File: config.mk
export PLATFORM = sky130hd
export DESIGN_NAME = bcd_countdown_timer
export DESIGN_NICKNAME = d
export VERILOG_FILES = /design/src/rtl/countdown_pkg.sv /design/src/rtl/bcd_down_digit.sv /design/src/rtl/bcd_countdown_timer.sv
export SDC_FILE = /design/constraint.sdc
export NUM_CORES = 1
export LEC_CHECK = 0
export ABC_AREA = 0
export CAP_MARGIN = 20
export CORE_ASPECT_RATIO = 0.8
export CORE_MARGIN = 10
export CORE_UTILIZATION = 48
export DETAILED_ROUTE_END_ITERATION = 10
export PLACE_DENSITY_LB_ADDON = 0.05
export SYNTH_ARGS = -nofsm -noshare
export SYNTH_HDL_FRONTEND = slang
export SYNTH_SLANG_ARGS = --single-unit
File: constraint.sdc
create_clock -name clk -period 3.4 [get_ports clk]
set_input_delay 0.68 -clock clk [delete_from_list [all_inputs] [get_ports clk]]
set_output_delay 0.68 -clock clk [all_outputs]
set_load 0.02 [all_outputs]
File: src/rtl/countdown_pkg.sv
// Shared types and helpers for the BCD countdown timer.
// Digits are either decimal (0-9) or quaternary (0-3); the helpers
// below give each digit's largest legal value and clamp presets to it.
package countdown_pkg;

    typedef enum logic [1:0] {
        IDLE,
        RUN,
        PAUSED,
        EXPIRED
    } state_t;

    localparam logic [3:0] DIGIT_MAX_DEC  = 4'd9;
    localparam logic [3:0] DIGIT_MAX_QUAD = 4'd3;

    // Largest legal value of a digit: mode 0 is decimal, mode 1 is quaternary.
    function automatic logic [3:0] digit_max(input logic mode);
        return mode ? DIGIT_MAX_QUAD : DIGIT_MAX_DEC;
    endfunction

    // Saturate an out-of-range preset digit to its mode maximum.
    function automatic logic [3:0] clamp_digit(input logic mode, input logic [3:0] d);
        return (d > digit_max(mode)) ? digit_max(mode) : d;
    endfunction

endpackage

File: src/rtl/bcd_down_digit.sv
// One digit of the borrow-chained down counter.
// A load overrides everything; otherwise an incoming borrow decrements
// the digit, wrapping 0 to the mode maximum and passing the borrow on.
module bcd_down_digit
    import countdown_pkg::*;
(
    input  logic       clk,
    input  logic       reset,
    input  logic       mode,
    input  logic       load,
    input  logic [3:0] load_digit,
    input  logic       borrow_in,
    output logic [3:0] value,
    output logic       borrow_out
);

    logic [3:0] value_q;
    logic [3:0] value_d;

    // Next digit value: load first, then decrement-with-wrap on borrow.
    always_comb begin
        value_d = value_q;
        if (load) begin
            value_d = load_digit;
        end else if (borrow_in) begin
            value_d = (value_q == 4'd0) ? digit_max(mode) : value_q - 4'd1;
        end
    end

    // Digit storage with synchronous clear.
    always_ff @(posedge clk) begin
        if (reset) begin
            value_q <= 4'd0;
        end else begin
            value_q <= value_d;
        end
    end

    assign value      = value_q;
    assign borrow_out = borrow_in && (value_q == 4'd0);

endmodule

File: src/rtl/bcd_countdown_timer.sv
// Multi-digit BCD countdown timer with pause/resume and expiry pulse.
// Optional feature macro: COUNTDOWN_AUTO_RELOAD_EN -- when defined, expiry
// reloads the count from the preset register and keeps running, unless
// the preset is zero, in which case the timer expires normally.
module bcd_countdown_timer
    import countdown_pkg::*;
#(
    parameter int                    NUM_DIGITS  = 4,
    parameter logic [NUM_DIGITS-1:0] DIGIT_MODES = '0
) (
    input  logic                    clk,
    input  logic                    reset,
    input  logic                    tick,
    input  logic                    load,
    input  logic [4*NUM_DIGITS-1:0] load_value,
    input  logic                    start,
    input  logic                    pause,
    output logic [4*NUM_DIGITS-1:0] value,
    output logic                    running,
    output logic                    done,
    output logic                    zero
);

    localparam int W = 4 * NUM_DIGITS;

    state_t              state_q;
    logic                running_q;
    logic                done_q;
    logic [W-1:0]        preset_q;
    logic [W-1:0]        clamped;
    logic [W-1:0]        digit_load_value;
    logic                digit_load;
    logic [NUM_DIGITS:0] borrow;
    logic                count_tick;
    logic                is_one;
    logic                expire;
    logic                reload;

    // Saturate every preset digit to the range its mode allows.
    always_comb begin
        clamped = '0;
        for (int i = 0; i < NUM_DIGITS; i++) begin
            clamped[4*i +: 4] = clamp_digit(DIGIT_MODES[i], load_value[4*i +: 4]);
        end
    end

    assign zero   = (value == '0);
    assign is_one = (value == W'(1));

    // A tick only counts in RUN when nothing of higher priority is present
    // and the count is non-zero, so the chain can never wrap below zero.
    assign count_tick = tick && (state_q == RUN) && !load && !pause && !zero;
    assign expire     = count_tick && is_one;

`ifdef COUNTDOWN_AUTO_RELOAD_EN
    assign reload = expire && (preset_q != '0);
`else
    assign reload = 1'b0;
`endif

    assign digit_load       = load || reload;
    assign digit_load_value = load ? clamped : preset_q;
    assign borrow[0]        = count_tick;

    for (genvar g = 0; g < NUM_DIGITS; g++) begin : g_digit
        bcd_down_digit u_digit (
            .clk        (clk),
            .reset      (reset),
            .mode       (DIGIT_MODES[g]),
            .load       (digit_load),
            .load_digit (digit_load_value[4*g +: 4]),
            .borrow_in  (borrow[g]),
            .value      (value[4*g +: 4]),
            .borrow_out (borrow[g+1])
        );
    end

    // Control FSM with registered running/done flags and the preset register.
    always_ff @(posedge clk) begin
        if (reset) begin
            state_q   <= IDLE;
            running_q <= 1'b0;
            done_q    <= 1'b0;
            preset_q  <= '0;
        end else begin
            done_q <= expire;
            if (load) begin
                preset_q  <= clamped;
                state_q   <= IDLE;
                running_q <= 1'b0;
            end else begin
                case (state_q)
                    IDLE, PAUSED: begin
                        if (start && !pause && !zero) begin
                            state_q   <= RUN;
                            running_q <= 1'b1;
                        end
                    end
                    RUN: begin
                        if (pause) begin
                            state_q   <= PAUSED;
                            running_q <= 1'b0;
                        end else if (expire && !reload) begin
                            state_q   <= EXPIRED;
                            running_q <= 1'b0;
                        end
                    end
                    EXPIRED: begin
                        state_q   <= EXPIRED;
                        running_q <= 1'b0;
                    end
                    default: begin
                        state_q   <= IDLE;
                        running_q <= 1'b0;
                    end
                endcase
            end
        end
    end

    // The most significant digit never borrows because ticks stop at zero.
    assert property (@(posedge clk) disable iff (reset) !borrow[NUM_DIGITS]);

    assign running = running_q;
    assign done    = done_q;

endmodule

==> results.md, run 1 <==
- Status: completed
- H-Tree Depth: 1
- Setup TNS: 0 ns
- CTS root buffer: clkbuf_4
- Sequential fraction of the synthesis area: 33.0%
- Final period util: 80.4%
- Post-cts sizing count: 0
- Max-Cap Viols: 0
- Die width: 76.2 µm
- Ys Warns: 0
- Fin Hold WS: 0.509 ns
- Placeable Area: 2420 µm²
- Worst Hold Class: flip-flop to flip-flop
- Num CTS Buffers: 3
- Max Clock Freq: 366 MHz
- Vias/cell: 5.74
- Skew final: 0.00836 ns
- Final slew viol count: 0
- Port bufs: 40
- Synth area leaders: dfxtp_1 33%, nor2_1 7.1%, nor4_4 5.3%
- Mapped Avg Cell Area: 8.20 µm²
- Cell breakdown of the critical path: nor2_1 > nand4_1 > nor2_1 > clkdlybuf4s50_1
- Pin count of the biggest net entering global routing: 21
- EDFF count, synth: 0
- Worst skew pair latency: 0.31 ns
- Vias after detailed routing: 1274
- Seq. cell area: 400 µm²
- # IOs: 41
- Initial antenna violation count: 0
- Post-synth top area cell: dfxtp_1
- Leak: 0.000579 µW
- # Post-CTS Setup Buffers: 0
- Clk network pwr share: 21.9%
- Post-detail-place hpwl: 2750 µm
- Post-synth top area share: 33.0%
- Startpoint types: flip-flop
- Remaining antenna violation count after routing: 0
- Routability cong.: 0.809
- Critical path arrival: 2.05 ns
- Fin crit period: 2.73 ns
- Critical path required time: 2.72 ns
- Crit Path Max Fanout: 6
- Fill count: 218
- CTS tree: yes
- Clock slew seen by the registers of the worst setup and hold paths: 0.10 ns
- Mapped Area: 1210 µm²
- Seq pwr share: 50.1%
- VDD IR-drop max: 0.252 mV
- Final Hold Viols: 0
- Power per cell area: 319 nW/µm²
- Multi-input logic area: 764 µm²
- First-pass GRT wire length: 5970 µm
- Die area: 4950 µm²
- Gate power share: 28.1%
- Synth cell types: 44
- Site Rows: 16
- Routed WL: 3570 µm
- CP Class: flip-flop to output pin
- Ys flop type: dfxtp_1
- Mapped Cells: 148
- WP buf/inv: 1
- Slowest CP cell: clkdlybuf4s50_1
- Slowest stage delay, CP: 0.62 ns
- RSZ-0062 raised after global routing: false
- Vias in the first global route: 1214
- Nets@finish: 210
- Starting DRT DRC Count: 78
- TritonCTS Sinks: 20
- Cell internal pwr: 362 µW
- Antenna diode instance count: 0
- Net load switching power: 170 µW
- Residual DRC count: 0
- Hold Buf Count CTS: 0
- Most frequent CP cell: nor2_1
- Grt ovf: 0
- Top delay family on crit path: simple AND/OR/NAND/NOR gates
- DR pass1 iterations: 4
- Share of post-route cells with drive strength above 1: 9.14%
- Die Ht: 65.0 µm
- Initial Util: 50.1%
- Asr flop ratio synth: 0%
- #FFs+latches synth: 20
- Syn Nets: 170
- Clk buf depth: 2
- GRT Total Usage: 14.3%
- Sw Ratio: 31.9%
- WL/cell: 16.1 µm
- Slew @ Worst Pin: 0.699 ns
- Critical path capture point type: output pin
- Relative slew slack: 53.3%
- Area delta synth->final: 37.3%
- Final setup vio count: 0
==> power by group through the flow <==
stage / registers, µW / clock network (µW) / logic, µW
detailed placement: 272 / 0 / 149
floorplan: 282 / 0 / 70.7
global placement: 271 / 0 / 147
CTS: 266 / 118 / 150
finish: 266 / 116 / 149
global route: 269 / 130 / 162
==> metal layers <==
layer	global-route usage [%]	share of wire (%)
met3	5.79	8.6
met2	23.5	47
met4	3.70	0.81
met5	0	0
met1	16.9	44
==> layout by cell type (no fill, tap or decap), types with 2 or more instances in the layout <==
cell / count
clkbuf_4: 3
nand3b_1: 3
nor4_4: 3
nor3_2: 2
nor4_1: 5
nand2b_1: 3
a2111o_1: 2
nor3_1: 6
nor2b_1: 2
o31ai_1: 3
a22oi_1: 2
mux2i_1: 3
or2_2: 2
a221oi_1: 3
a211oi_1: 2
a21oi_1: 5
o211ai_1: 2
o32ai_1: 2
xnor2_1: 3
a31oi_1: 2
inv_1: 7
dfxtp_1: 20
o21ai_0: 9
nor2_1: 23
clkdlybuf4s50_1: 40
nand2_1: 9
and3_1: 2
==> cell usage after synthesis (3+ instances only) <==
| master | instances |
|---|---|
| nor2_1 | 23 |
| dfxtp_1 | 20 |
| nand2_1 | 9 |
| o21ai_0 | 9 |
| inv_1 | 7 |
| nor3_1 | 6 |
| a21oi_1 | 5 |
| clkbuf_1 | 5 |
| nor4_1 | 5 |
| a221oi_1 | 3 |
| mux2i_1 | 3 |
| nand2b_1 | 3 |
| nand3b_1 | 3 |
| nor4_4 | 3 |
| o31ai_1 | 3 |
| xnor2_1 | 3 |
==> cells by family after synthesis <==
kind of cell / after synthesis / synth area share [%]
AOI/OAI and AO/OA: 39 / 23.1
muxes: 3 / 2.47
buffers and inverters: 13 / 4.02
xor gates and xnor gates: 3 / 2.17
DFF: 20 / 33.0
and+or+nand+nor: 70 / 35.3
==> final timing paths <==
path / startpoint / slack, ns / endpoint / cells past startpoint
min: state_q[1] / 0.51 / state_q[1] / 2
max: g_digit[1].u_digit.value[0] / 0.67 / zero / 4
max reg2reg: g_digit[3].u_digit.value[0] / 1.51 / g_digit[1].u_digit.value[2] / 5
min reg2reg: state_q[1] / 0.51 / state_q[1] / 2
==> tightest hold or removal path, delay by kind of cell (launching register included) <==
| kind | cells | cell delay [ns] |
|---|---|---|
| flops | 1 | 0.34 |
| compound gates | 1 | 0.05 |
| simple gates | 1 | 0.08 |
==> metrics by stage <==
| stage | instances | power [µW] | area [µm²] | worst slack [ns] | util (%) |
|---|---|---|---|---|---|
| 2_1_floorplan | 148 | 352 | 1210 | 1.50 | - |
| 3_3_place_gp | 219 | 417 | 1640 | 0.927 | 67.9 |
| 3_5_place_dp | 219 | 420 | 1640 | 0.917 | 67.9 |
| 4_1_cts | 222 | 534 | 1670 | 0.670 | 68.8 |
| 5_1_grt | 222 | 561 | 1670 | 0.525 | 68.8 |
| 6_report | 222 | 532 | 1670 | 0.666 | 68.8 |
==> state kept, by name, indices dropped and copies added, names as in the netlist <==
name and flops:
g_digit.u_digit.value 16, done 1, state_q 2, running 1
==> final cells by class <==
type	instances	share of cell area, %
multi-input cells	115	45.9
repair buffers	41	24.5
flip-flops and latches	20	24.0
well taps	36	2.70
inverters	7	1.58
clock buffers	3	1.35
Note: power is estimated with default switching activity, not from simulation.
==> run 2: changes to the inputs <==
--- a/config.mk
+++ b/config.mk
@@ -9,7 +9,7 @@
 export CAP_MARGIN = 20
 export CORE_ASPECT_RATIO = 0.8
 export CORE_MARGIN = 10
-export CORE_UTILIZATION = 48
+export CORE_UTILIZATION = 40
 export DETAILED_ROUTE_END_ITERATION = 10
 export PLACE_DENSITY_LB_ADDON = 0.05
 export SYNTH_ARGS = -nofsm -noshare
==> constraint.sdc (replaced) <==
create_clock -name clk -period 2.2 [get_ports clk]
set_input_delay 0.44 -clock clk [delete_from_list [all_inputs] [get_ports clk]]
set_output_delay 0.44 -clock clk [all_outputs]
set_load 0.02 [all_outputs]
==> results.md, run 2 (synthesis gave the netlist of run 1 again) <==
- Setup TNS: 0 ns (unchanged)
- Worst skew pair latency: 0.26 ns (-0.05 ns)
- CTS tree: yes
- Die width: 81.6 µm (+7.0%)
- Die Ht: 69.3 µm (+6.6%)
- Clock slew seen by the registers of the worst setup and hold paths: 0.08 ns (-0.02 ns)
- Cell area after layout: 1810 µm² (+8.3%)
- # IOs: 41 (unchanged)
- Pin count of the biggest net entering global routing: 20 (-4.8%)
- Most common cell after layout, fill and taps aside: clkdlybuf4s50_1
- Vias in the first global route: 1265 (+4.2%)
- Max-Cap Viols: 0 (unchanged)
- Max Clock Freq: 497 MHz
- WL/cell: 15.4 µm (-3.9%)
- GRT Total Usage: 13.1% (-1.2 points)
- RSZ-0062 raised after global routing: false
- Routed WL: 3690 µm (+3.5%)
- Num CTS Buffers: 3 (unchanged)
- Port bufs: 40 (unchanged)
- CTS root buffer: clkbuf_8
- CP Class: flip-flop to output pin
- Max reg flops: 16 (unchanged)
- Die area: 5650 µm² (+14%)
- Fin crit period: 2.01 ns
- H-Tree Depth: 1 (unchanged)
- Crit Path Max Fanout: 5 (-1)
- Leak: 0.000666 µW (+15%)
- Slew @ Worst Pin: 0.329 ns (-0.370 ns)
- Skew final: 0.00610 ns (-0.00226 ns)
- Relative slew slack: 78.0% (+25 points)
- Worst Hold Class: flip-flop to flip-flop
- Pwr Total: 955 µW (+79%)
- Vias/cell: 5.48 (-4.6%)
- Final slew viol count: 0 (unchanged)
- Most frequent cells in the layout: 39 x clkdlybuf4s50_1, 23 x nor2_1, 20 x dfxtp_1
- Critical path capture point type: output pin
- Antenna diode instance count: 0 (unchanged)
- Critical path required time: 1.76 ns (-0.96 ns)
- Routability cong.: 0.859 (+6.1%)
- First-pass GRT wire length: 6140 µm (+2.9%)
- Initial antenna violation count: 0 (unchanged)
- Final period util: 91.5%
- DR pass1 iterations: 4 (unchanged)
- Residual DRC count: 0 (unchanged)
- Site Rows: 17 (+1)
- Final Hold Viols: 0 (unchanged)
- Initial Util: 42.9% (-7.2 points)
- Post-detail-place hpwl: 2990 µm (+8.7%)
- Final setup vio count: 0 (unchanged)
- Clk buf depth: 2 (unchanged)
- Grt ovf: 0 (unchanged)
- Startpoint types: flip-flop
- Nets@finish: 224 (+6.7%)
- Placed inst area: 1750 µm² (+6.5%)
- VDD IR-drop max: 0.355 mV (+41%)
- Starting DRT DRC Count: 77 (-1.3%)
- Critical path arrival: 1.57 ns (-0.48 ns)
- Remaining antenna violation count after routing: 0 (unchanged)
- Area delta synth->final: 48.8%
- TritonCTS Sinks: 20 (unchanged)
- # Post-CTS Setup Buffers: 0 (unchanged)
- Vias after detailed routing: 1309 (+2.7%)
- Power per cell area: 529 nW/µm² (+66%)
- Status: completed
- Share of post-route cells with drive strength above 1: 15.9% (+6.8 points)
- Placeable Area: 2830 µm² (+17%)
==> run 2: changes by cell type in the layout (fill, tap and decap cells not counted) <==
cell	before	now
buf_4	1	15
clkdlybuf4s50_1	40	39
clkbuf_4	3	0
dlygate4sd2_1	0	1
clkbuf_8	0	4
==> run 2: power breakdown <==
part	internal (µW)	switching [µW]
clock	160	126
combinational	135	127
sequential	380	26.8
total	675	280
==> run 2: area by class of cell <==
| class | count | area [µm²] |
|---|---|---|
| Tap cell | 38 | 47.5 |
| Sequential cell | 20 | 400 |
| Fill cell | 250 | 1020 |
| Inverter | 7 | 26.3 |
| Timing Repair Buffer | 55 | 512 |
| Multi-Input combinational cell | 115 | 764 |
| Clock buffer | 4 | 55.1 |
==> run 2: worst paths after layout <==
| path | start | cells past startpoint | end | slack (ns) |
|---|---|---|---|---|
| worst max-delay path | g_digit[2].u_digit.value[3] | 4 | zero | 0.19 |
| worst min-delay path | state_q[1] | 2 | state_q[1] | 0.51 |
| worst min register to register | state_q[1] | 2 | state_q[1] | 0.51 |
| worst max register to register | g_digit[2].u_digit.value[3] | 6 | g_digit[1].u_digit.value[2] | 0.32 |
==> run 2: per-stage QoR <==
stage          hold WS, ns  setup slack (ns)  instances  utilization [%]
3_5_place_dp         0.493            0.0677        235             61.9
6_report             0.507             0.187        239             63.8
4_1_cts              0.505             0.165        239             63.8
5_1_grt              0.546            0.0874        239             63.8
3_3_place_gp         0.478             0.126        235             61.9
2_1_floorplan        0.459             0.394        148                -
==> run 2: worst max-delay path, stage by stage (launching register included) <==
cell	delay (ns)
dfxtp_1	0.38
nor4_4	0.38
nand2_4	0.07
nor2_1	0.12
dlygate4sd2_1	0.35
==> run 2: what timing repair did <==
| action | CTS | global route |
|---|---|---|
| resized for setup | 1 | 0 |
| endpoints found under the setup margin | 1 | 0 |
| hold buffers | 0 | 0 |
==> run 2: per-layer routing <==
layer | global-route usage, % | up-vias | wire length, µm
li1 | - | 659 | -
met1 | 17.0 | 610 | 1720
met2 | 20.0 | 38 | 1650
met3 | 5.04 | 2 | 306
met4 | 2.25 | 0 | 12
met5 | 0 | - | 0
==> run 3: changes to the inputs <==
--- a/config.mk
+++ b/config.mk
@@ -6,7 +6,7 @@
 export NUM_CORES = 1
 export LEC_CHECK = 0
 export ABC_AREA = 0
-export CAP_MARGIN = 20
+export CAP_MARGIN = 5
 export CORE_ASPECT_RATIO = 0.8
 export CORE_MARGIN = 10
 export CORE_UTILIZATION = 40
==> results of run 3 <==
No change in the layout: final DEF, timing and power equal those of run 2.
